[src/rtl/riscv_pkg.sv]
// Shared core definitions: funct3 codes, reset entry point and base opcodes.
// Also holds the access-size alignment rule used by the memory arbiter.
package riscv_pkg;

  localparam logic [31:0] ENTRY = 32'h8000_0000;

  localparam logic [2:0] F3_B  = 3'b000;
  localparam logic [2:0] F3_H  = 3'b001;
  localparam logic [2:0] F3_W  = 3'b010;
  localparam logic [2:0] F3_BU = 3'b100;
  localparam logic [2:0] F3_HU = 3'b101;

  localparam logic [6:0] OP_LUI    = 7'b0110111;
  localparam logic [6:0] OP_AUIPC  = 7'b0010111;
  localparam logic [6:0] OP_JAL    = 7'b1101111;
  localparam logic [6:0] OP_JALR   = 7'b1100111;
  localparam logic [6:0] OP_BRANCH = 7'b1100011;
  localparam logic [6:0] OP_LOAD   = 7'b0000011;
  localparam logic [6:0] OP_STORE  = 7'b0100011;
  localparam logic [6:0] OP_IMM    = 7'b0010011;
  localparam logic [6:0] OP_OP     = 7'b0110011;

  typedef enum logic {
    REQ_IF = 1'b0,
    REQ_D  = 1'b1
  } req_id_e;

  // Bytes may sit at any offset; halfwords need an even address, words a 4-byte one.
  function automatic logic misaligned(input logic [2:0] funct3, input logic [1:0] off);
    case (funct3)
      F3_H, F3_HU: return off[0];
      F3_W:        return off != 2'b00;
      default:     return 1'b0;
    endcase
  endfunction

endpackage

[src/rtl/load_align.sv]
// Picks the addressed byte/halfword out of a memory word and extends it.
// Unknown funct3 codes produce zero.
module load_align (
  input  logic [2:0]  funct3,
  input  logic [1:0]  off,
  input  logic [31:0] word,
  output logic [31:0] result
);
  import riscv_pkg::*;

  logic [7:0]  byte_sel;
  logic [15:0] half_sel;

  always_comb begin
    byte_sel = word[{off, 3'b000} +: 8];
    half_sel = off[1] ? word[31:16] : word[15:0];
    result   = '0;
    case (funct3)
      F3_B:    result = {{24{byte_sel[7]}}, byte_sel};
      F3_BU:   result = {24'b0, byte_sel};
      F3_H:    result = {{16{half_sel[15]}}, half_sel};
      F3_HU:   result = {16'b0, half_sel};
      F3_W:    result = word;
      default: result = '0;
    endcase
  end

endmodule

[src/rtl/mem_arbiter.sv]
// Shares one registered-read RAM port between instruction fetch and load/store,
// handling address translation, byte lanes, load alignment and access errors.
module mem_arbiter #(
  parameter logic [31:0] ENTRY    = riscv_pkg::ENTRY,
  parameter int unsigned DEPTH    = 2056,
  parameter int unsigned AW       = 12,
  parameter int unsigned MAX_WAIT = 3
) (
  input  logic          clk,
  input  logic          reset,
  input  logic          if_valid,
  input  logic [31:0]   if_addr,
  output logic          if_ready,
  output logic          if_rsp_valid,
  output logic [31:0]   if_rdata,
  output logic          if_err,
  input  logic          d_valid,
  input  logic          d_we,
  input  logic [2:0]    d_funct3,
  input  logic [31:0]   d_addr,
  input  logic [31:0]   d_wdata,
  output logic          d_ready,
  output logic          d_rsp_valid,
  output logic [31:0]   d_rdata,
  output logic          d_err,
  output logic          mem_en,
  output logic [3:0]    mem_we,
  output logic [AW-1:0] mem_addr,
  output logic [31:0]   mem_wdata,
  input  logic [31:0]   mem_rdata
);
  import riscv_pkg::*;

  localparam int unsigned WW = (MAX_WAIT < 1) ? 1 : $clog2(MAX_WAIT + 1);

  logic [31:0]   if_idx, d_idx;
  logic          if_req_err, d_req_err, d_f3_bad;
  logic [1:0]    d_off;
  logic          if_grant, d_grant, fetch_prio;
  logic [3:0]    lane_we;
  logic [31:0]   lane_wdata, load_word;
  logic          rsp_live;

  logic [WW-1:0] wait_q, wait_d;
  logic          rsp_valid_q, rsp_valid_d;
  req_id_e       rsp_id_q, rsp_id_d;
  logic [2:0]    rsp_funct3_q, rsp_funct3_d;
  logic [1:0]    rsp_off_q, rsp_off_d;
  logic          rsp_err_q, rsp_err_d;
  logic          rsp_store_q, rsp_store_d;

  always_comb begin
    if_idx     = (if_addr - ENTRY) >> 2;
    if_req_err = (if_addr < ENTRY) || (if_idx >= DEPTH) || (if_addr[1:0] != 2'b00);
    d_idx      = (d_addr - ENTRY) >> 2;
    d_off      = d_addr[1:0];
    if (d_we) d_f3_bad = !(d_funct3 inside {F3_B, F3_H, F3_W});
    else      d_f3_bad = !(d_funct3 inside {F3_B, F3_H, F3_W, F3_BU, F3_HU});
    d_req_err  = (d_addr < ENTRY) || (d_idx >= DEPTH) || d_f3_bad || misaligned(d_funct3, d_off);
  end

  // Data normally wins; fetch takes the port once it has lost MAX_WAIT times in a row.
  always_comb begin
    fetch_prio = (wait_q == WW'(MAX_WAIT));
    if_grant   = !reset && if_valid && (!d_valid || fetch_prio);
    d_grant    = !reset && d_valid && !if_grant;
    wait_d     = wait_q;
    if (!if_valid || if_grant) wait_d = '0;
    else if (!fetch_prio)      wait_d = wait_q + WW'(1);
  end

  always_comb begin
    lane_we    = '0;
    lane_wdata = '0;
    case (d_funct3)
      F3_B: begin
        lane_we    = 4'b0001 << d_off;
        lane_wdata = {4{d_wdata[7:0]}};
      end
      F3_H: begin
        lane_we    = 4'b0011 << d_off;
        lane_wdata = {2{d_wdata[15:0]}};
      end
      F3_W: begin
        lane_we    = 4'b1111;
        lane_wdata = d_wdata;
      end
      default: ;
    endcase
  end

  // Rejected requests are still granted and answered, but never touch the RAM.
  always_comb begin
    mem_en    = 1'b0;
    mem_we    = '0;
    mem_addr  = '0;
    mem_wdata = '0;
    if (if_grant && !if_req_err) begin
      mem_en   = 1'b1;
      mem_addr = if_idx[AW-1:0];
    end else if (d_grant && !d_req_err) begin
      mem_en   = 1'b1;
      mem_addr = d_idx[AW-1:0];
      if (d_we) begin
        mem_we    = lane_we;
        mem_wdata = lane_wdata;
      end
    end
  end

  always_comb begin
    rsp_valid_d  = if_grant || d_grant;
    rsp_id_d     = d_grant ? REQ_D : REQ_IF;
    rsp_funct3_d = d_funct3;
    rsp_off_d    = d_off;
    rsp_err_d    = d_grant ? d_req_err : if_req_err;
    rsp_store_d  = d_grant && d_we;
  end

  always_ff @(posedge clk) begin
    if (reset) begin
      wait_q       <= '0;
      rsp_valid_q  <= 1'b0;
      rsp_id_q     <= REQ_IF;
      rsp_funct3_q <= '0;
      rsp_off_q    <= '0;
      rsp_err_q    <= 1'b0;
      rsp_store_q  <= 1'b0;
    end else begin
      wait_q       <= wait_d;
      rsp_valid_q  <= rsp_valid_d;
      rsp_id_q     <= rsp_id_d;
      rsp_funct3_q <= rsp_funct3_d;
      rsp_off_q    <= rsp_off_d;
      rsp_err_q    <= rsp_err_d;
      rsp_store_q  <= rsp_store_d;
    end
  end

  load_align u_load_align (
    .funct3 (rsp_funct3_q),
    .off    (rsp_off_q),
    .word   (mem_rdata),
    .result (load_word)
  );

  // A response still in flight when reset rises is dropped immediately.
  always_comb begin
    if_ready     = if_grant;
    d_ready      = d_grant;
    rsp_live     = rsp_valid_q && !reset;
    if_rsp_valid = rsp_live && (rsp_id_q == REQ_IF);
    d_rsp_valid  = rsp_live && (rsp_id_q == REQ_D);
    if_err       = if_rsp_valid && rsp_err_q;
    d_err        = d_rsp_valid && rsp_err_q;
    if_rdata     = (if_rsp_valid && !rsp_err_q) ? mem_rdata : '0;
    d_rdata      = (d_rsp_valid && !rsp_err_q && !rsp_store_q) ? load_word : '0;
  end

endmodule

[config.mk]
export PLATFORM = sky130hd
export DESIGN_NAME = mem_arbiter
export DESIGN_NICKNAME = d
export VERILOG_FILES = /design/src/rtl/riscv_pkg.sv /design/src/rtl/load_align.sv /design/src/rtl/mem_arbiter.sv
export SDC_FILE = /design/constraint.sdc
export NUM_CORES = 1
export LEC_CHECK = 0
export ABC_AREA = 1
export CAP_MARGIN = 20
export CORE_AREA = 2 2 98 100
export CTS_BUF_LIST = sky130_fd_sc_hd__clkbuf_4
export CTS_CLUSTER_SIZE = 28
export DETAILED_ROUTE_END_ITERATION = 8
export DIE_AREA = 0 0 100 102
export PLACE_DENSITY = 0.8
export SYNTH_ARGS = -nofsm -noshare
export SYNTH_HDL_FRONTEND = slang
export SYNTH_SLANG_ARGS = --single-unit
[constraint.sdc]
create_clock -name clk -period 2.6 [get_ports clk]
set_input_delay 0.52 -clock clk [delete_from_list [all_inputs] [get_ports clk]]
set_output_delay 0.52 -clock clk [all_outputs]
set_load 0.03 [all_outputs]
==> results.json, run 1 <==
{
  "finalNonFillerCells": 960,
  "yosysMostFrequentCell": "nand2_1",
  "final_area_um2": 6070,
  "ys_types": 38,
  "cap_violations": 0,
  "min-delay-start": "wait_q[0]$_SDFFE_PP0N_",
  "clock_sinks": 11,
  "async_reset_ff_share_pct": 0,
  "cts_buffers": 3,
  "start_util_pct": 30.3,
  "synthCells": 547,
  "crit_arrival_ns": 2.05,
  "synth_top_area_share_pct": 16.9,
  "path_max_fanout": 4,
  "p_leak_nw": 3.16,
  "end_kind": "output port",
  "ff2ff_setup_slack_ns": 1.05,
  "critical_path_required_ns": 2.08,
  "crit_type": "in -> out",
  "setup_viol": 0,
  "ant_nets": 0,
  "ys_top_cells_by_count": "nand2_1, nor2_1, inv_1, a21oi_1, o21ai_0",
  "rsz0062_at_grt": "yes",
  "cp-start-kind": "input port",
  "worst_r2r_endpoint": "rsp_err_q$_SDFF_PP0_",
  "finClkSkew_ns": 0.0000527,
  "final_util_pct": 66.7,
  "synthFlopType": "dfxtp_1",
  "die_w_um": 100,
  "area.growth.synth_to_final_pct": 120,
  "nFillCells": 824,
  "n_antenna_cell": 0,
  "grt_max_degree": 33,
  "htree_levels": 1,
  "yosysWarnings": 0,
  "rows": 35,
  "fin_hold_ws_ns": 0.446,
  "place_hpwl_um": 12100,
  "whs_endpoint": "wait_q[0]$_SDFFE_PP0N_",
  "dr_total_vias": 4734,
  "dr.first_iter.drc_count": 143,
  "post-route-period-util_pct": 98.7,
  "hold_violations": 0,
  "grt_pass1_wl_um": 22000,
  "dp_cells": 944,
  "power_mw": 0.927,
  "coreArea_um2": 9110,
  "avgViaCountPerCell": 4.93,
  "synth_area_leaders": "nand2_1, nor2_1, inv_1",
  "grt_usage_pct": 26.8,
  "slew_violations": 0,
  "mappedNetlistArea_um2": 2760,
  "clock_path_buffers": 2,
  "synth.avg_cell_area_um2": 5.05,
  "ir_drop_v": 0.0000711,
  "io_pins": 255,
  "status": "finished clean",
  "yosysTopAreaCell": "nand2_1",
  "final_nets": 987,
  "drive_gt1_share_pct": 32.6,
  "rr_startpoint": "wait_q[0]$_SDFFE_PP0N_",
  "pre_cts_slack_ns": -0.208,
  "antenna_found_initial": 0,
  "max_freq_ghz": 0.390,
  "ys_seq_area_share_pct": 7.97,
  "synth-edff-count": 0,
  "fp.dieH_um": 102,
  "grt_overflow_total": 0,
  "post_drt_wl_per_cell_um": 15.4,
  "setup_ws_ns": 0.0328,
  "first_pass_iters": 4,
  "hold_class": "reg -> reg",
  "dieArea_um2": 10200,
  "grt_pass1_vias": 4617,
  "fin_tns_setup_ns": 0,
  "place_congestion": 0.906,
  "p_per_area_nw_per_um2": 153,
  "postSynthNetCount": 684,
  "postCtsHoldBufs": 0,
  "clockRootBuffer": "clkbuf_4",
  "cts_tree": "built",
  "path_clk_slew_ns": 0.07,
  "port_buffers": 254,
  "place_area_um2": 5580,
  "worst_slew_pin_slew_ns": 0.436,
  "slew_headroom_pct": 70.2,
  "holdPathStages": 1,
  "ff2ff_path_depth": 11,
  "drc_errors": 0,
  "drt-total-wl_um": 14700,
  "finalCriticalPeriod_ns": 2.57,
  "synth-seq-cells": 11,
  "clock_latency_ns": 0.26
}
[cells in the final DEF (no fill, tap or decap), types with 3 or more instances in the layout]
cell             synthesis  layout
dfxtp_1                 11      10
buf_8                    0       4
nor3_2                  10       6
clkbuf_2                 1       4
nor2_4                   3       5
o21a_1                   4       4
o211ai_1                21      21
nand3_1                 18      10
clkdlybuf4s15_1          0      11
buf_12                   0      14
inv_2                    2       6
nor3_1                   4       4
and2_1                   2       3
nand2_2                  2      13
nand3_2                  1       8
dlymetal6s2s_1           0       9
o21ai_2                  7      11
a31oi_1                  9       6
buf_4                    4     146
nand2_4                  2       3
inv_1                  102      98
nand2_1                124     112
a21oi_1                 34      33
o221ai_1                 7       7
nor3_4                   0       4
or2_2                    4       4
o21ai_0                 24      16
clkdlybuf4s50_1          0      91
nor2_1                 115     103
buf_6                    5      21
nor2_2                   2      12
dlygate4sd2_1            0      20
a31oi_2                  0       3
clkbuf_4                 0       4
o21ai_1                  1       5
[layer usage]
| layer | global-route usage [%] | up-vias | share of wire [%] |
|---|---|---|---|
| met1 | 28.9 | 2128 | 36 |
| li1 | - | 2330 | - |
| met5 | 0 | - | 0 |
| met2 | 54.3 | 245 | 53 |
| met4 | 8.43 | 0 | 2.6 |
| met3 | 2.87 | 31 | 7.5 |
[kinds of logic after synthesis]
logic type | Yosys count | share of synthesized area, %
AOI/OAI and AO/OA | 111 | 25.3
adders and majority gates | 1 | 0.453
DFF | 11 | 7.97
buffers and inverters | 131 | 20.0
and+or+nand+nor | 293 | 46.2
[flip-flops by register name, summed over array words and instances (netlist names)]
signal	cells
rsp_funct3_q	3
rsp_off_q	2
wait_q	2
rsp_err_q	1
rsp_id_q	1
rsp_store_q	1
rsp_valid_q	1
[final cells by class]
cell class | count | area (um2) | area share [%]
well taps | 111 | 139 | 2.29
multi-input cells | 405 | 2180 | 35.8
clock buffers | 4 | 30.0 | 0.495
inverters | 105 | 394 | 6.49
flip-flops and latches | 11 | 221 | 3.65
repair buffers | 324 | 3110 | 51.2
[worst max-delay path, cell delays in order]
cell             delay [ns]
clkdlybuf4s50_1        0.52
nor2_1                 0.06
nand4_1                0.08
nand2_1                0.11
nand3_4                0.14
nand2_4                0.09
buf_4                  0.15
nor2_1                 0.17
buf_4                  0.20
[where the power goes]
part	switching [mW]	internal [mW]
Clock	0.0508	0.0696
Sequential	0.00792	0.177
Combinational	0.302	0.319
[worst max-delay path by stage]
stage / start / to / slack (ns) / depth (start not counted)
CTS: mem_rdata[23] / d_rdata[11] / 0.001 / 9
detailed placement: d_funct3[1] / mem_addr[1] / -0.21 / 11
global placement: d_funct3[1] / mem_wdata[25] / -0.20 / 11
finish: if_addr[6] / mem_wdata[25] / 0.03 / 9
global route: if_addr[1] / mem_addr[10] / -0.08 / 11
floorplan: reset / mem_addr[0] / 0.002 / 7
[what timing repair did]
item                       in CTS  in global routing
resized for setup              82                 74
setup endpoints to repair      81                 74
setup buffers                   7                  1
pin swaps                      36                 31
cloned                          2                  2
No activity file was read; power rests on OpenSTA's default activity.
==> run 2: changes to the inputs <==
- TNS_END_PERCENT: not set -> 10
==> results.json, run 2 (synthesized netlist as in run 1, its figures left out) <==
{
  "final_area_um2": 6070,
  "cts_buffers": 3,
  "status": "complete, but fails checks",
  "clock_latency_ns": 0.26,
  "final_common_cell": "buf_4",
  "start_util_pct": 30.3,
  "ir_drop_v": 0.0000723,
  "p_leak_nw": 3.17,
  "final_nets": 985,
  "first_pass_iters": 5,
  "place_area_um2": 5580,
  "drive_gt1_share_pct": 32.7,
  "cts_tree": "built",
  "dr_total_vias": 4780,
  "dr.first_iter.drc_count": 199,
  "finalNonFillerCells": 959,
  "p_per_area_nw_per_um2": 153,
  "htree_levels": 1,
  "crit_arrival_ns": 2.09,
  "grt_max_degree": 33,
  "place_congestion": 0.906,
  "max_freq_ghz": 0.383,
  "dp_cells": 944,
  "clock_sinks": 11,
  "cap_violations": 0,
  "crit_type": "in -> out",
  "avgViaCountPerCell": 4.98,
  "setup_ws_ns": -0.00930,
  "setup_viol": 2,
  "reg.largest.list": "rsp_funct3_q: 3 flops, rsp_off_q: 2 flops, wait_q: 2 flops",
  "hold_class": "reg -> reg",
  "post_drt_wl_per_cell_um": 15.6,
  "rsz0062_at_grt": "yes",
  "slew_violations": 0,
  "coreArea_um2": 9110,
  "min-delay-start": "wait_q[0]$_SDFFE_PP0N_",
  "place_hpwl_um": 12100,
  "clockRootBuffer": "clkbuf_4",
  "clock_path_buffers": 2,
  "hold_violations": 0,
  "post-route-period-util_pct": 100,
  "rows": 35,
  "grt_usage_pct": 26.6,
  "grt_pass1_wl_um": 21900,
  "port_buffers": 254,
  "crit_start": "if_addr[30]",
  "end_kind": "output port",
  "violations": "negative setup slack",
  "regMostFlops": "rsp_funct3_q",
  "rr_startpoint": "wait_q[0]$_SDFFE_PP0N_",
  "path_max_fanout": 8,
  "finClkSkew_ns": 0.0000498,
  "antenna_found_initial": 0,
  "path_clk_slew_ns": 0.07,
  "slew_headroom_pct": 70.2,
  "io_pins": 255,
  "nFillCells": 818,
  "cp-start-kind": "input port",
  "ant_nets": 0,
  "die_w_um": 100,
  "grt_pass1_vias": 4602,
  "largest_register_ffs": 3,
  "dieArea_um2": 10200,
  "finalCriticalPeriod_ns": 2.61,
  "worst_slew_pin_slew_ns": 0.436,
  "drc_errors": 0,
  "area.growth.synth_to_final_pct": 120,
  "final_cell_mix": "buf_4, nand2_1, nor2_1",
  "grt_overflow_total": 0,
  "fp.dieH_um": 102,
  "critical_path_required_ns": 2.08,
  "postCtsHoldBufs": 0,
  "drt-total-wl_um": 14900
}
[run 2: per-layer routing]
metal  global-route usage (%)  part of all wire (%)  vias to the layer above
met1                     28.6                    36                     2150
met2                     53.9                    53                      270
met5                        0                     0                        -
met3                     2.87                   7.7                       37
met4                     8.43                   2.9                        0
li1                         -                     -                     2323
[run 2: worst max-delay path, cell delays in order]
cell and delay, ns:
clkdlybuf4s50_1 0.41, inv_1 0.06, nand2_1 0.06, nor2_2 0.12, nand3_2 0.10, nor2_4 0.15, nand3_4 0.13, inv_4 0.10
buf_8 0.14, nand2_1 0.07, o21ai_2 0.07, buf_6 0.15
[run 2: through the flow]
step                TNS (ns)  hold slack (ns)  setup WS [ns]  util, %  total power, mW
global placement       -7.32            0.413         -0.198     61.3            0.785
floorplan                  0            0.404        0.00188        -            0.418
finish               -0.0104            0.446       -0.00930     66.6            0.929
global route           -2.24            0.457        -0.0829     66.6            0.989
CTS                   -0.411            0.441        -0.0445     63.4            0.907
detailed placement    -10.31            0.421         -0.208     61.3            0.789
[run 2: layout make-up]
cell class              count  area [um2]  area share (%)
diodes                      1        2.50          0.0412
clock buffers               4        30.0           0.495
inverters                 105         397            6.54
multi-input cells         405        2210            36.4
flip-flops and latches     11         220            3.63
well taps                 111         139            2.29
repair buffers            322        3070            50.6
[run 2: where the power goes]
group          total (mW)  internal, mW  switching, mW
clock network       0.121        0.0696         0.0510
registers           0.185         0.177        0.00808
logic               0.623         0.317          0.307
total               0.929         0.563          0.366
[run 2: final timing paths]
| path | end | slack, ns | cells after the start |
|---|---|---|---|
| min | wait_q[0]$_SDFFE_PP0N_ | 0.45 | 1 |
| max reg2reg | rsp_err_q$_SDFF_PP0_ | 1.05 | 11 |
| max | mem_addr[9] | -0.009 | 12 |
| min reg2reg | wait_q[0]$_SDFFE_PP0N_ | 0.45 | 1 |
[run 2: timing repair]
| item | CTS | global route |
|---|---|---|
| cloned | 1 | 2 |
| resized for setup | 73 | 72 |
| setup endpoints to repair | 81 | 74 |
| buffers inserted | 6 | 1 |
| pin swaps | 34 | 19 |
==> run 3: changes to the inputs <==
- TNS_END_PERCENT: 10 -> not set
==> results of run 3 <==
Same layout as run 1: the final DEF is identical, and so are final timing and power.
